<file path="src/rtl/wave_meter_pkg.sv">
// wave_meter_pkg: FSM state type, default widths and the saturating increment shared by wave_meter.
package wave_meter_pkg;
  localparam int SAMPLE_W_DEF = 16;
  localparam int CNT_W_DEF = 32;
  localparam int CYC_W_DEF = 16;
  typedef enum logic [1:0] {IDLE, ARM, MEASURE, DONE} state_t;
  function automatic logic [63:0] sat_inc(input logic [63:0] v, input int w);
    logic [63:0] m;
    m = w >= 64 ? '1 : (64'd1 << w) - 64'd1;
    return v >= m ? v : v + 64'd1;
  endfunction
endpackage

</file>
<file path="src/rtl/wave_level_detector.sv">
// wave_level_detector: sample level tracker (clk, rst, valid, sample, hyst -> level after this sample, rise strobe); hysteresis band under WAVE_METER_HYST_EN.
module wave_level_detector
  import wave_meter_pkg::*;
#(
  parameter int SAMPLE_W = SAMPLE_W_DEF
) (
  input  logic                       clk,
  input  logic                       rst,
  input  logic                       valid,
  input  logic signed [SAMPLE_W-1:0] sample,
  input  logic        [SAMPLE_W-2:0] hyst,
  output logic                       level,
  output logic                       rise
);
  logic held, nxt;
`ifdef WAVE_METER_HYST_EN
  logic signed [SAMPLE_W:0] band, s_ext;
  assign band = $signed({2'b00, hyst});
  assign s_ext = {sample[SAMPLE_W-1], sample};
  // high test first so that HYST=0 sends an exact zero high
  assign nxt = s_ext >= band ? 1'b1 : s_ext <= -band ? 1'b0 : held;
`else
  logic unused_hyst;
  assign unused_hyst = ^hyst;
  assign nxt = !sample[SAMPLE_W-1] && |sample;
`endif
  assign level = valid ? nxt : held;
  assign rise = valid && !held && nxt;
  always_ff @(posedge clk)
    if (rst) held <= 1'b0;
    else if (valid) held <= nxt;
endmodule

</file>
<file path="src/rtl/wave_meter.sv">
// wave_meter: measures period, high-time and peaks over N rising-crossing cycles of a sample stream.
// Ports: clk, rst (sync, active-high), sample_valid, sample, start, n_cycles, timeout, hyst ->
// busy, done (pulse), timed_out, period_sum, high_sum, peak_max, peak_min. Optional WAVE_METER_HYST_EN.
module wave_meter
  import wave_meter_pkg::*;
#(
  parameter int SAMPLE_W = SAMPLE_W_DEF,
  parameter int CNT_W = CNT_W_DEF,
  parameter int CYC_W = CYC_W_DEF
) (
  input  logic                       clk,
  input  logic                       rst,
  input  logic                       sample_valid,
  input  logic signed [SAMPLE_W-1:0] sample,
  input  logic                       start,
  input  logic        [CYC_W-1:0]    n_cycles,
  input  logic        [CNT_W-1:0]    timeout,
  input  logic        [SAMPLE_W-2:0] hyst,
  output logic                       busy,
  output logic                       done,
  output logic                       timed_out,
  output logic        [CNT_W-1:0]    period_sum,
  output logic        [CNT_W-1:0]    high_sum,
  output logic signed [SAMPLE_W-1:0] peak_max,
  output logic signed [SAMPLE_W-1:0] peak_min
);
  state_t state;
  logic [CYC_W-1:0] cyc, n_lat;
  logic [CNT_W-1:0] to_lat, to_cnt, to_nxt, psum, hsum, p_n, h_n;
  logic signed [SAMPLE_W-1:0] pmax, pmin, max_n, min_n;
  logic lvl, rise, active, first, closing, t_hit, acc, fin;
  wave_level_detector #(.SAMPLE_W(SAMPLE_W)) u_det (
    .clk(clk), .rst(rst), .valid(sample_valid), .sample(sample), .hyst(hyst), .level(lvl), .rise(rise)
  );
  always_comb begin
    active = state == ARM || state == MEASURE;
    first = state == ARM;
    to_nxt = CNT_W'(sat_inc(64'(to_cnt), CNT_W));
    t_hit = to_lat != '0 && to_nxt == to_lat;
    closing = state == MEASURE && rise && cyc + CYC_W'(1) == n_lat;
    // in ARM only the opening crossing enters the window; the closing crossing never does
    acc = sample_valid && (first ? rise : state == MEASURE && !closing);
    p_n = !acc ? psum : first ? CNT_W'(1) : CNT_W'(sat_inc(64'(psum), CNT_W));
    h_n = !(acc && lvl) ? hsum : first ? CNT_W'(1) : CNT_W'(sat_inc(64'(hsum), CNT_W));
    max_n = acc && (first || sample > pmax) ? sample : pmax;
    min_n = acc && (first || sample < pmin) ? sample : pmin;
    fin = sample_valid && active && (closing || t_hit);
  end
  always_ff @(posedge clk)
    if (rst) begin
      state <= IDLE;
      {cyc, n_lat, to_lat, to_cnt, psum, hsum, pmax, pmin} <= '0;
      {busy, done, timed_out, period_sum, high_sum, peak_max, peak_min} <= '0;
    end else begin
      done <= 1'b0;
      if (state == IDLE && start && n_cycles != '0) begin
        state <= ARM;
        busy <= 1'b1;
        n_lat <= n_cycles;
        to_lat <= timeout;
        {cyc, to_cnt, psum, hsum, pmax, pmin} <= '0;
      end else if (state == DONE) state <= IDLE;
      else if (active && sample_valid) begin
        to_cnt <= to_nxt;
        psum <= p_n;
        hsum <= h_n;
        pmax <= max_n;
        pmin <= min_n;
        if (state == MEASURE && rise) cyc <= cyc + CYC_W'(1);
        if (first && rise) state <= MEASURE;
        // a closing crossing on the timeout sample wins, so timed_out stays low
        if (fin) begin
          state <= DONE;
          busy <= 1'b0;
          done <= 1'b1;
          timed_out <= !closing;
          period_sum <= p_n;
          high_sum <= h_n;
          peak_max <= max_n;
          peak_min <= min_n;
        end
      end
    end
endmodule

</file>
<file path="config.mk">
export PLATFORM = sky130hd
export DESIGN_NAME = wave_meter
export DESIGN_NICKNAME = d
export VERILOG_FILES = /design/src/rtl/wave_meter_pkg.sv /design/src/rtl/wave_level_detector.sv /design/src/rtl/wave_meter.sv
export SDC_FILE = /design/constraint.sdc
export NUM_CORES = 1
export LEC_CHECK = 0
export CAP_MARGIN = 20
export CORE_UTILIZATION = 39
export CTS_CLUSTER_SIZE = 40
export DETAILED_ROUTE_END_ITERATION = 7
export SKIP_LAST_GASP = 1
export SLEW_MARGIN = 5
export SYNTH_ARGS = -nofsm -noshare
export SYNTH_HDL_FRONTEND = slang
export SYNTH_SLANG_ARGS = --single-unit
</file>
<file path="constraint.sdc">
create_clock -name clk -period 8.5 [get_ports clk]
set_input_delay 1.275 -clock clk [delete_from_list [all_inputs] [get_ports clk]]
set_output_delay 1.275 -clock clk [all_outputs]
set_load 0.02 [all_outputs]
</file>
==> tab_implementation.tex, run 1 <==
\begin{tabular}{lr}
\hline
Metric & Value \\
\hline
\multicolumn{2}{l}{\textbf{Power}} \\
PD cells & 166.9 nW/µm² \\
Part of the power in combinational logic & 8.7\% \\
Leakage Power & 6.543 nW \\
Fraction of power consumed by the clock network & 48.2\% \\
Share of power burned in registers & 43.1\% \\
Internal Power & 2.464 mW \\
Switching Share & 25.28\% \\
Net switching power & 0.8338 mW \\
Worst voltage drop across the vdd grid & 0.1179 mV \\
\multicolumn{2}{l}{\textbf{Place}} \\
Placer Congestion & 0.9205 \\
Placement Setup Slack & 2.771 ns \\
Half-perimeter wire length after detailed placement & 35520 µm \\
Port-buffer cells & 166 \\
DP Cell Count & 2661 \\
Placement Cell Area & 18490 µm² \\
\multicolumn{2}{l}{\textbf{Run}} \\
Max-capacitance violation count & 0 \\
\multicolumn{2}{l}{\textbf{Cells and area}} \\
Fraction of final layout cells with drive strength greater than 1 & 6.347\% \\
Number of nets in the layout & 2287 \\
Fill cell count & 4149 \\
Non-Filler Instances & 2729 \\
Antenna Diode Count & 0 \\
Design Area, Final & 19760 µm² \\
Synthesis-to-finish area growth & 19.07\% \\
\multicolumn{2}{l}{\textbf{Clocking}} \\
Maximum root-to-sink buffer count & 3 \\
Insertion delay of the later-clocked pin in the worst-skew pair & 0.56 ns \\
CTS sink count & 294 \\
Root cell of the clock tree & sky130\_fd\_sc\_hd\_\_clkbuf\_16 \\
Clock tree from TritonCTS & done \\
Hold buffers post-CTS & 0 \\
Post-CTS clock slew at the launch and capture registers of the worst setup and hold paths & 0.06 ns \\
Inserted Clock Buffers & 37 \\
Level count of the clock H-tree & 2 \\
Number of gates given a new drive strength after cts & 0 \\
Post-CTS Repair Setup Buffers & 0 \\
\multicolumn{2}{l}{\textbf{Routing}} \\
Remaining design rule violation count & 0 \\
Ratio of routed vias to standard cells & 5.756 \\
Vias after detailed routing & 15710 \\
Antenna Violating Nets Remaining & 0 \\
First-pass iteration count of the detailed router & 5 \\
Wire per inst & 18.78 µm \\
Routed Wire Length & 51260 µm \\
Number of violations reported at the end of detailed-routing iteration 0 & 1058 \\
\multicolumn{2}{l}{\textbf{Synth}} \\
Synthesized net count & 2217 \\
Leading cell types by total area after synthesis & sky130\_fd\_sc\_hd\_\_dfxtp\_1, sky130\_fd\_sc\_hd\_\_nand2\_1, sky130\_fd\_sc\_hd\_\_a21oi\_1 \\
Most frequent cells after synthesis & sky130\_fd\_sc\_hd\_\_dfxtp\_1, sky130\_fd\_sc\_hd\_\_nand2\_1, sky130\_fd\_sc\_hd\_\_a21oi\_1 \\
Post-synth cell types & 81 \\
Post-synth top area cell & sky130\_fd\_sc\_hd\_\_dfxtp\_1 \\
Count of yosys warnings during synthesis & 0 \\
Part of the Yosys area used for sequential elements & 35.47\% \\
Async set-reset flop share out of synthesis & 0\% \\
Post-Synthesis Cells & 2094 \\
Syn Std Cell Area & 16590 µm² \\
Mean post-synth cell area & 7.924 µm² \\
Post-synth EDFFs & 0 \\
Library cell with the highest instance count after synthesis & sky130\_fd\_sc\_hd\_\_dfxtp\_1 \\
Top cell type's share of synthesized area & 35.47\% \\
Commonest register cell after synthesis & sky130\_fd\_sc\_hd\_\_dfxtp\_1 \\
Synthesis-stage register bit count & 294 \\
\multicolumn{2}{l}{\textbf{Critical path}} \\
Number of buffer and inverter stages on the critical path & 2 \\
CP max stage delay & 0.81 ns \\
Kind of cell adding the most delay to the critical path & simple AND/OR/NAND/NOR gates \\
Endpoint kind of the worst setup timing path & flip-flop \\
Critical path class & reg -> reg \\
Crit path launch type & flip-flop \\
Crit path cell chain & ha\_1 -> and4\_1 -> nand3\_1 -> nor4\_2 -> nor4\_1 -> o311a\_1 -> nand4\_1 -> nor4\_4 -> a41oi\_4 -> buf\_4 -> inv\_1 -> a31o\_1 \\
WP data arrival & 5.85 ns \\
R2r worst-path depth & 12 \\
Maximum net fanout on the critical path & 95 \\
CP max stage cell & sky130\_fd\_sc\_hd\_\_nor4\_2 \\
R2R setup slack & 3.10 ns \\
Req. time, crit path & 8.95 ns \\
Number of gates on the worst path with buffers counted & 12 \\
\multicolumn{2}{l}{\textbf{STA}} \\
Setup total negative slack & 0 ns \\
Slew @ Worst Pin & 1.038 ns \\
Period Utilization, post-route & 63.51\% \\
Max frequency & 0.1852 GHz \\
Endpoints failing hold & 0 \\
Number of endpoints failing setup at the final stage & 0 \\
Post-route clock skew & 0.02255 ns \\
Time the final worst path needs with I/O delays and setup & 5.398 ns \\
Min setup slack post-route & 3.102 ns \\
Setup repair after global routing missed its margin & no \\
Max-Slew Margin vs Limit & 29.02\% \\
Total count of max-transition violations in the final report & 0 \\
\multicolumn{2}{l}{\textbf{Global routing}} \\
Total congestion overflow after global routing & 0 \\
Vias in the first global route & 15270 \\
Pin count of the biggest net entering global routing & 103 \\
GRT Overall Usage & 23.36\% \\
Number of antenna violations at the first check in global routing & 0 \\
First-pass GRT wire length & 82250 µm \\
\multicolumn{2}{l}{\textbf{Floorplanning}} \\
Effective utilization at floorplan & 39.56\% \\
Area of the die & 43370 µm² \\
Horiz. Die Dim & 208.3 µm \\
Die Span Y & 208.3 µm \\
Std-Cell Core Area & 41950 µm² \\
Num ports & 182 \\
Count of standard-cell rows & 75 \\
\multicolumn{2}{l}{\textbf{Min path}} \\
Class of the most critical hold timing path & reg -> reg \\
Worst Hold Depth & 2 \\
\multicolumn{2}{l}{\textbf{Run status}} \\
Status & completed \\
\hline
\end{tabular}
## metrics by stage
stage                     total power [mW]  hold WS [ns]  util [%]
final                                3.298        0.4599     47.10
after global routing                 3.423        0.4871     47.10
after CTS                            3.333        0.4620     47.00
after detailed placement             1.736        0.4534     44.07
after global placement               1.733        0.4505     44.01
after floorplan                      1.619        0.4363         -
## layout make-up
cell class                      instances  area [µm²]  share of cell area [%]
Clock buffer                           50        1056                   5.345
Clock inverter                         15       171.4                  0.8676
Inverter                               49       185.2                  0.9373
Multi-Input combinational cell       1591        9897                   50.10
Sequential cell                       294        5886                   29.79
Tap cell                              539       674.4                   3.414
Timing Repair Buffer                  191        1887                   9.550
## final timing paths
kind / startpoint / endpoint
max reg2reg: to_cnt[0] / high_sum[29]
max: to_cnt[0] / high_sum[29]
min: period_sum[25] / period_sum[25]
min reg2reg: period_sum[25] / period_sum[25]
## layout by cell type, fill, tap and decap left out, types with 18 or more instances in the layout
cell	instances
sky130_fd_sc_hd__xnor2_1	67
sky130_fd_sc_hd__ha_1	40
sky130_fd_sc_hd__nor3_1	84
sky130_fd_sc_hd__inv_1	48
sky130_fd_sc_hd__nor4_1	41
sky130_fd_sc_hd__clkdlybuf4s50_1	165
sky130_fd_sc_hd__mux2i_1	53
sky130_fd_sc_hd__o31ai_1	20
sky130_fd_sc_hd__buf_4	23
sky130_fd_sc_hd__a211oi_1	19
sky130_fd_sc_hd__or3_1	40
sky130_fd_sc_hd__and4_1	18
sky130_fd_sc_hd__clkbuf_16	38
sky130_fd_sc_hd__nand4_1	56
sky130_fd_sc_hd__nand2_1	265
sky130_fd_sc_hd__xor2_1	61
sky130_fd_sc_hd__nor2_1	148
sky130_fd_sc_hd__a31o_1	44
sky130_fd_sc_hd__a21oi_1	172
sky130_fd_sc_hd__dfxtp_1	294
sky130_fd_sc_hd__nand3_1	97
sky130_fd_sc_hd__and3_1	28
sky130_fd_sc_hd__o21ai_0	90
## registers in the layout (all words and copies together), names as in the netlist
| signal | cells |
|---|---|
| peak_max | 16 |
| cyc | 16 |
| u_det.held | 1 |
| done | 1 |
| busy | 1 |
| to_lat | 32 |
| pmin | 16 |
| timed_out | 1 |
| peak_min | 16 |
| hsum | 32 |
| to_cnt | 32 |
| high_sum | 32 |
| psum | 32 |
| period_sum | 32 |
| state | 2 |
| pmax | 16 |
| n_lat | 16 |
## power by group through the flow
stage                     clock (mW)  combinational, mW  sequential, mW
after detailed placement           0              0.285            1.45
final                           1.59              0.287            1.42
after CTS                       1.62              0.286            1.42
after global routing            1.68              0.315            1.42
after global placement             0              0.282            1.45
after floorplan                    0              0.179            1.44
## kinds of logic after synthesis
| family | synth area share, % |
|---|---|
| and+or+nand+nor | 26.21 |
| adders and majority gates | 3.016 |
| muxes | 3.333 |
| AOI/OAI and AO/OA | 20.04 |
| xor gates and xnor gates | 6.757 |
| DFF | 35.47 |
| buffers and inverters | 5.173 |
## metal layers
layer / wire length, µm / track usage (%) / up-vias
met5: 0 / 0 / -
met4: 1872 / 9.425 / 0
met3: 2727 / 4.740 / 105
met2: 23290 / 38.24 / 389
met1: 23370 / 29.96 / 7497
li1: - / - / 7716
## worst min-delay path, stage by stage (launching register included)
cell	delay, ns
sky130_fd_sc_hd__dfxtp_1	0.30
sky130_fd_sc_hd__nand3_1	0.06
sky130_fd_sc_hd__o21ai_1	0.05
Power figures use the tool's default switching activity.
==> run 2, diff against run 1 <==
==> constraint.sdc (replaced) <==
create_clock -name clk -period 5.2 [get_ports clk]
set_input_delay 0.78 -clock clk [delete_from_list [all_inputs] [get_ports clk]]
set_output_delay 0.78 -clock clk [all_outputs]
set_load 0.02 [all_outputs]
==> tab_implementation.tex, run 2 (synthesis results as in run 1) <==
\begin{tabular}{lr}
\hline
Metric & Value \\
\hline
\multicolumn{2}{l}{\textbf{Critical path}} \\
WP data arrival & 5.00 ns (was 5.85 ns) \\
Crit path cell chain & and4\_1 -> nand3\_1 -> a2111oi\_0 -> xnor2\_1 -> a2111oi\_0 -> nand4b\_1 -> nor4\_4 -> a41oi\_4 -> buf\_12 -> buf\_12 -> nor3b\_1 -> a31o\_1 (was ha\_1 -> and4\_1 -> nand3\_1 -> nor4\_2 -> nor4\_1 -> o311a\_1 -> nand4\_1 -> nor4\_4 -> a41oi\_4 -> buf\_4 -> inv\_1 -> a31o\_1) \\
CP max stage delay & 0.60 ns (was 0.81 ns) \\
Critical path class & reg -> reg (unchanged) \\
Maximum net fanout on the critical path & 39 (was 95) \\
Endpoint kind of the worst setup timing path & flip-flop (unchanged) \\
Req. time, crit path & 5.68 ns (was 8.95 ns) \\
CP max stage cell & sky130\_fd\_sc\_hd\_\_dfxtp\_1 (was sky130\_fd\_sc\_hd\_\_nor4\_2) \\
Crit path launch type & flip-flop (unchanged) \\
\multicolumn{2}{l}{\textbf{Routing}} \\
First-pass iteration count of the detailed router & 5 (unchanged) \\
Antenna Violating Nets Remaining & 0 (unchanged) \\
Routed Wire Length & 53000 µm (was 51260 µm) \\
Ratio of routed vias to standard cells & 5.806 (was 5.756) \\
Vias after detailed routing & 16020 (was 15710) \\
Remaining design rule violation count & 0 (unchanged) \\
Wire per inst & 19.20 µm (was 18.78 µm) \\
Number of violations reported at the end of detailed-routing iteration 0 & 1064 (was 1058) \\
\multicolumn{2}{l}{\textbf{Global routing}} \\
Vias in the first global route & 15350 (was 15270) \\
Met1 Resource Use GR & 31.91\% (was 29.96\%) \\
Global-route layer with the greatest usage & met2 (unchanged) \\
Pin count of the biggest net entering global routing & 78 (was 103) \\
Routing usage on met2 & 39.56\% (was 38.24\%) \\
Number of antenna violations at the first check in global routing & 0 (unchanged) \\
First-pass GRT wire length & 84370 µm (was 82250 µm) \\
GRT Overall Usage & 24.15\% (was 23.36\%) \\
Global-route met3 utilization & 3.834\% (was 4.740\%) \\
Total congestion overflow after global routing & 0 (unchanged) \\
\multicolumn{2}{l}{\textbf{Power}} \\
Worst voltage drop across the vdd grid & 0.1876 mV (was 0.1179 mV) \\
Fraction of power consumed by the clock network & 47.8\% (was 48.2\%) \\
Internal Power & 3.984 mW (was 2.464 mW) \\
Leakage Power & 6.693 nW (was 6.543 nW) \\
PD cells & 268.8 nW/µm² (was 166.9 nW/µm²) \\
Net switching power & 1.390 mW (was 0.8338 mW) \\
Part of the power in combinational logic & 9.0\% (was 8.7\%) \\
Switching Share & 25.87\% (was 25.28\%) \\
Share of power burned in registers & 43.2\% (was 43.1\%) \\
\multicolumn{2}{l}{\textbf{STA}} \\
Endpoints failing hold & 0 (unchanged) \\
Number of endpoints failing setup at the final stage & 0 (unchanged) \\
Max-Slew Margin vs Limit & 31.06\% (was 29.02\%) \\
Setup repair after global routing missed its margin & no (unchanged) \\
Period Utilization, post-route & 86.87\% (was 63.51\%) \\
Time the final worst path needs with I/O delays and setup & 4.517 ns (was 5.398 ns) \\
Setup total negative slack & 0 ns (unchanged) \\
Max frequency & 0.2214 GHz (was 0.1852 GHz) \\
Post-route clock skew & 0.01791 ns (was 0.02255 ns) \\
Total count of max-transition violations in the final report & 0 (unchanged) \\
Slew @ Worst Pin & 1.032 ns (was 1.038 ns) \\
\multicolumn{2}{l}{\textbf{Clocking}} \\
CTS sink count & 294 (unchanged) \\
Insertion delay of the later-clocked pin in the worst-skew pair & 0.56 ns (about the same) \\
Level count of the clock H-tree & 2 (unchanged) \\
Post-CTS Repair Setup Buffers & 0 (unchanged) \\
Clock tree from TritonCTS & done (unchanged) \\
Post-CTS clock slew at the launch and capture registers of the worst setup and hold paths & 0.06 ns (about the same) \\
Root cell of the clock tree & sky130\_fd\_sc\_hd\_\_clkbuf\_16 (unchanged) \\
Inserted Clock Buffers & 36 (was 37) \\
Hold buffers post-CTS & 0 (unchanged) \\
Maximum root-to-sink buffer count & 3 (unchanged) \\
Number of gates given a new drive strength after cts & 0 (unchanged) \\
\multicolumn{2}{l}{\textbf{Cells and area}} \\
Most common cell after layout, fill and taps aside & sky130\_fd\_sc\_hd\_\_dfxtp\_1 (unchanged) \\
Number of nets in the layout & 2321 (was 2287) \\
Fill cell count & 4095 (was 4149) \\
Synthesis-to-finish area growth & 20.50\% (was 19.07\%) \\
Combined area of the multi-input logic cells & 9884 µm² (was 9897 µm²) \\
Antenna Diode Count & 0 (unchanged) \\
Sequential cell area & 5886 µm² (unchanged) \\
Fraction of final layout cells with drive strength greater than 1 & 7.474\% (was 6.347\%) \\
Leading cell types in the layout, fill and taps excluded & sky130\_fd\_sc\_hd\_\_dfxtp\_1, sky130\_fd\_sc\_hd\_\_nand2\_1, sky130\_fd\_sc\_hd\_\_a21oi\_1 (unchanged) \\
Util after Layout & 47.67\% (was 47.10\%) \\
\multicolumn{2}{l}{\textbf{Place}} \\
Half-perimeter wire length after detailed placement & 37080 µm (was 35520 µm) \\
Placer Congestion & 0.9232 (was 0.9205) \\
Port-buffer cells & 166 (unchanged) \\
\multicolumn{2}{l}{\textbf{Floorplanning}} \\
Area of the die & 43370 µm² (unchanged) \\
Effective utilization at floorplan & 39.56\% (unchanged) \\
Die Span Y & 208.3 µm (unchanged) \\
Count of standard-cell rows & 75 (unchanged) \\
Horiz. Die Dim & 208.3 µm (unchanged) \\
Std-Cell Core Area & 41950 µm² (unchanged) \\
Num ports & 182 (unchanged) \\
\multicolumn{2}{l}{\textbf{Run status}} \\
Status & completed (unchanged) \\
\multicolumn{2}{l}{\textbf{Min path}} \\
Class of the most critical hold timing path & reg -> reg (unchanged) \\
\multicolumn{2}{l}{\textbf{Run}} \\
Max-capacitance violation count & 0 (unchanged) \\
\hline
\end{tabular}
[run 2: critical path, delay by kind of cell (launching register included)]
family	cells	cell delay [ns]
and+or+nand+nor	5	1.85
AOI/OAI and AO/OA	4	1.36
DFF	1	0.60
buffers and inverters	2	0.43
xor gates and xnor gates	1	0.19
[run 2: area by class of cell]
type                            instances  share of cell area [%]
Clock inverter                         10                  0.7635
Timing Repair Buffer                  226                   10.93
Clock buffer                           51                   5.138
Multi-Input combinational cell       1591                   49.44
Inverter                               49                  0.9262
Sequential cell                       294                   29.44
Tap cell                              539                   3.373
[run 2: power by group through the flow]
stage / Clock [mW] / Sequential, mW / Combinational, mW
2_1_floorplan: 0 / 2.35 / 0.293
3_3_place_gp: 0 / 2.37 / 0.475
3_5_place_dp: 0 / 2.37 / 0.479
4_1_cts: 2.62 / 2.32 / 0.482
5_1_grt: 2.71 / 2.33 / 0.526
6_report: 2.57 / 2.32 / 0.483
[run 2: metal layers]
layer	up-vias	wire [µm]
li1	7796	-
met1	7737	24590
met3	100	2452
met2	391	24290
met5	-	0
met4	0	1668
[run 2: path summary, 6_finish.rpt]
check,startpoint,end,slack [ns],depth (start not counted)
worst max-delay path,to_cnt[2],period_sum[4],0.68,12
worst min-delay path,n_lat[10],n_lat[10],0.46,2
worst max register to register,to_cnt[2],period_sum[4],0.68,12
worst min register to register,n_lat[10],n_lat[10],0.46,2
[run 2: per-stage QoR]
| stage | instance area [µm²] | total power, mW | cells | setup WS [ns] | hold WS (ns) |
|---|---|---|---|---|---|
| after floorplan | 16590 | 2.647 | 2094 | 1.695 | 0.4363 |
| after global placement | 18810 | 2.847 | 2699 | 0.7269 | 0.4504 |
| after detailed placement | 18810 | 2.852 | 2699 | 0.5521 | 0.4496 |
| after CTS | 19990 | 5.427 | 2760 | 0.7722 | 0.4575 |
| after global routing | 19990 | 5.565 | 2760 | 0.3775 | 0.4783 |
| final | 19990 | 5.374 | 2760 | 0.6827 | 0.4589 |
==> run 3, diff against run 2 <==
--- a/config.mk
+++ b/config.mk
@@ -9,6 +9,7 @@
 export CORE_UTILIZATION = 39
 export CTS_CLUSTER_SIZE = 40
 export DETAILED_ROUTE_END_ITERATION = 7
+export PLACE_DENSITY_LB_ADDON = 0.15
 export SKIP_LAST_GASP = 1
 export SLEW_MARGIN = 5
 export SYNTH_ARGS = -nofsm -noshare
==> tab_implementation.tex, run 3 (synthesis results as in run 1) <==
\begin{tabular}{lr}
\hline
Metric & Value \\
\hline
\multicolumn{2}{l}{\textbf{Run status}} \\
Status & completed (unchanged) \\
\multicolumn{2}{l}{\textbf{STA}} \\
Period Utilization, post-route & 87.08\% (was 86.87\%) \\
Endpoints failing hold & 0 (unchanged) \\
Max-Slew Margin vs Limit & 36.51\% (was 31.06\%) \\
Setup repair after global routing missed its margin & no (unchanged) \\
Time the final worst path needs with I/O delays and setup & 4.528 ns (was 4.517 ns) \\
Worst-case hold slack & 0.4545 ns (was 0.4589 ns) \\
Max frequency & 0.2208 GHz (was 0.2214 GHz) \\
Total count of max-transition violations in the final report & 0 (unchanged) \\
Setup total negative slack & 0 ns (unchanged) \\
Number of endpoints failing setup at the final stage & 0 (unchanged) \\
Slew @ Worst Pin & 0.9523 ns (was 1.032 ns) \\
Post-route clock skew & 0.01933 ns (was 0.01791 ns) \\
\multicolumn{2}{l}{\textbf{Cells and area}} \\
Fraction of final layout cells with drive strength greater than 1 & 6.630\% (was 7.474\%) \\
Leading cell types in the layout, fill and taps excluded & sky130\_fd\_sc\_hd\_\_dfxtp\_1, sky130\_fd\_sc\_hd\_\_nand2\_1, sky130\_fd\_sc\_hd\_\_a21oi\_1 (unchanged) \\
Antenna Diode Count & 0 (unchanged) \\
Synthesis-to-finish area growth & 19.24\% (was 20.50\%) \\
Number of nets in the layout & 2299 (was 2321) \\
Fill cell count & 4178 (was 4095) \\
Non-Filler Instances & 2741 (was 2760) \\
Most common cell after layout, fill and taps aside & sky130\_fd\_sc\_hd\_\_dfxtp\_1 (unchanged) \\
\multicolumn{2}{l}{\textbf{Run}} \\
Max-capacitance violation count & 0 (unchanged) \\
\multicolumn{2}{l}{\textbf{Power}} \\
Net switching power & 1.382 mW (was 1.390 mW) \\
Part of the power in combinational logic & 9.0\% (about the same) \\
Share of power burned in registers & 43.6\% (was 43.2\%) \\
Fraction of power consumed by the clock network & 47.4\% (was 47.8\%) \\
Switching Share & 25.93\% (was 25.87\%) \\
Internal Power & 3.948 mW (was 3.984 mW) \\
PD cells & 269.4 nW/µm² (was 268.8 nW/µm²) \\
Worst voltage drop across the vdd grid & 0.1615 mV (was 0.1876 mV) \\
Leakage Power & 6.579 nW (was 6.693 nW) \\
Overall Power & 5.330 mW (was 5.374 mW) \\
\multicolumn{2}{l}{\textbf{Critical path}} \\
Crit path launch type & flip-flop (unchanged) \\
CP max stage cell & sky130\_fd\_sc\_hd\_\_dfxtp\_1 (unchanged) \\
Req. time, crit path & 5.71 ns (was 5.68 ns) \\
Cell mode on critical path & sky130\_fd\_sc\_hd\_\_a2111oi\_0 \\
CP max stage delay & 0.62 ns (was 0.60 ns) \\
Critical path class & reg -> reg (unchanged) \\
WP data arrival & 5.04 ns (was 5.00 ns) \\
Crit path cell chain & and2\_1 -> nand3\_1 -> a2111oi\_0 -> xnor2\_1 -> a2111oi\_0 -> nand4b\_1 -> nor4\_4 -> a41oi\_4 -> buf\_12 -> nor4\_1 -> a31o\_1 (was and4\_1 -> nand3\_1 -> a2111oi\_0 -> xnor2\_1 -> a2111oi\_0 -> nand4b\_1 -> nor4\_4 -> a41oi\_4 -> buf\_12 -> buf\_12 -> nor3b\_1 -> a31o\_1) \\
Endpoint kind of the worst setup timing path & flip-flop (unchanged) \\
Maximum net fanout on the critical path & 93 (was 39) \\
\multicolumn{2}{l}{\textbf{Clocking}} \\
Inserted Clock Buffers & 36 (unchanged) \\
Post-CTS Repair Setup Buffers & 0 (unchanged) \\
Number of gates given a new drive strength after cts & 0 (unchanged) \\
Post-CTS clock slew at the launch and capture registers of the worst setup and hold paths & 0.06 ns (about the same) \\
Root cell of the clock tree & sky130\_fd\_sc\_hd\_\_clkbuf\_16 (unchanged) \\
Level count of the clock H-tree & 2 (unchanged) \\
CTS sink count & 294 (unchanged) \\
Maximum root-to-sink buffer count & 3 (unchanged) \\
Clock tree from TritonCTS & done (unchanged) \\
Hold buffers post-CTS & 0 (unchanged) \\
Insertion delay of the later-clocked pin in the worst-skew pair & 0.56 ns (about the same) \\
\multicolumn{2}{l}{\textbf{Routing}} \\
Ratio of routed vias to standard cells & 5.783 (was 5.806) \\
First-pass iteration count of the detailed router & 7 (was 5) \\
Antenna Violating Nets Remaining & 0 (unchanged) \\
Routed Wire Length & 52710 µm (was 53000 µm) \\
Number of violations reported at the end of detailed-routing iteration 0 & 1017 (was 1064) \\
Wire per inst & 19.23 µm (was 19.20 µm) \\
Vias after detailed routing & 15850 (was 16020) \\
Remaining design rule violation count & 0 (unchanged) \\
\multicolumn{2}{l}{\textbf{Floorplanning}} \\
Num ports & 182 (unchanged) \\
Area of the die & 43370 µm² (unchanged) \\
Die Span Y & 208.3 µm (unchanged) \\
Effective utilization at floorplan & 39.56\% (unchanged) \\
Std-Cell Core Area & 41950 µm² (unchanged) \\
Count of standard-cell rows & 75 (unchanged) \\
Horiz. Die Dim & 208.3 µm (unchanged) \\
\multicolumn{2}{l}{\textbf{Min path}} \\
Class of the most critical hold timing path & reg -> reg (unchanged) \\
\multicolumn{2}{l}{\textbf{Global routing}} \\
Vias in the first global route & 15000 (was 15350) \\
Total congestion overflow after global routing & 0 (unchanged) \\
Number of antenna violations at the first check in global routing & 3 (was 0) \\
Pin count of the biggest net entering global routing & 97 (was 78) \\
GRT Overall Usage & 23.99\% (was 24.15\%) \\
First-pass GRT wire length & 84040 µm (was 84370 µm) \\
\multicolumn{2}{l}{\textbf{Place}} \\
DP Cell Count & 2677 (was 2699) \\
Half-perimeter wire length after detailed placement & 37120 µm (was 37080 µm) \\
Port-buffer cells & 166 (unchanged) \\
Placer Congestion & 0.9312 (was 0.9232) \\
\hline
\end{tabular}
## run 3: area by class of cell
class	instances	area [µm²]	share of cell area [%]
clock inverters	15	183.9	0.9296
clock buffers	49	989.7	5.002
multi-input cells	1591	9884	49.96
flip-flops and latches	294	5886	29.75
inverters	49	185.2	0.9359
well taps	539	674.4	3.409
repair buffers	204	1982	10.02
## run 3: power groups by stage
| stage | Combinational [mW] | Clock [mW] | Sequential (mW) |
|---|---|---|---|
| global route | 0.525 | 2.68 | 2.33 |
| CTS | 0.479 | 2.59 | 2.32 |
| floorplan | 0.293 | 0 | 2.35 |
| global placement | 0.473 | 0 | 2.37 |
| detailed placement | 0.476 | 0 | 2.37 |
| finish | 0.478 | 2.53 | 2.32 |
## run 3: routing by layer
metal  GRT usage (%)  up-vias  wire length (µm)
li1                -     7759                 -
met3           4.377       61              3006
met2           38.15      406             23740
met5               0        -                24
met1           33.12     7621             24950
met4           6.616        4               993
## run 3: path summary, 6_finish.rpt
check	from	end	slack, ns	cells after the start
setup / recovery	to_cnt[8]	high_sum[10]	0.67	11
hold / removal	period_sum[29]	period_sum[29]	0.45	2
hold reg to reg	period_sum[29]	period_sum[29]	0.45	2
setup reg to reg	to_cnt[8]	high_sum[10]	0.67	11
## run 3: per-stage QoR
step / area [µm²] / util (%) / setup WS [ns]
global placement: 18610 / 44.37 / 0.7369
global route: 19790 / 47.17 / 0.3743
detailed placement: 18610 / 44.37 / 0.7366
finish: 19790 / 47.17 / 0.6718
CTS: 19790 / 47.17 / 0.7088
floorplan: 16590 / - / 1.695
## run 3: critical path, delay by kind of cell, from the launching register on
| kind | cells | cell delay (ns) |
|---|---|---|
| buffers and inverters | 1 | 0.26 |
| AO/OA/AOI/OAI | 4 | 1.32 |
| flip-flops | 1 | 0.62 |
| XOR/XNOR | 1 | 0.23 |
| AND/OR/NAND/NOR | 5 | 1.98 |
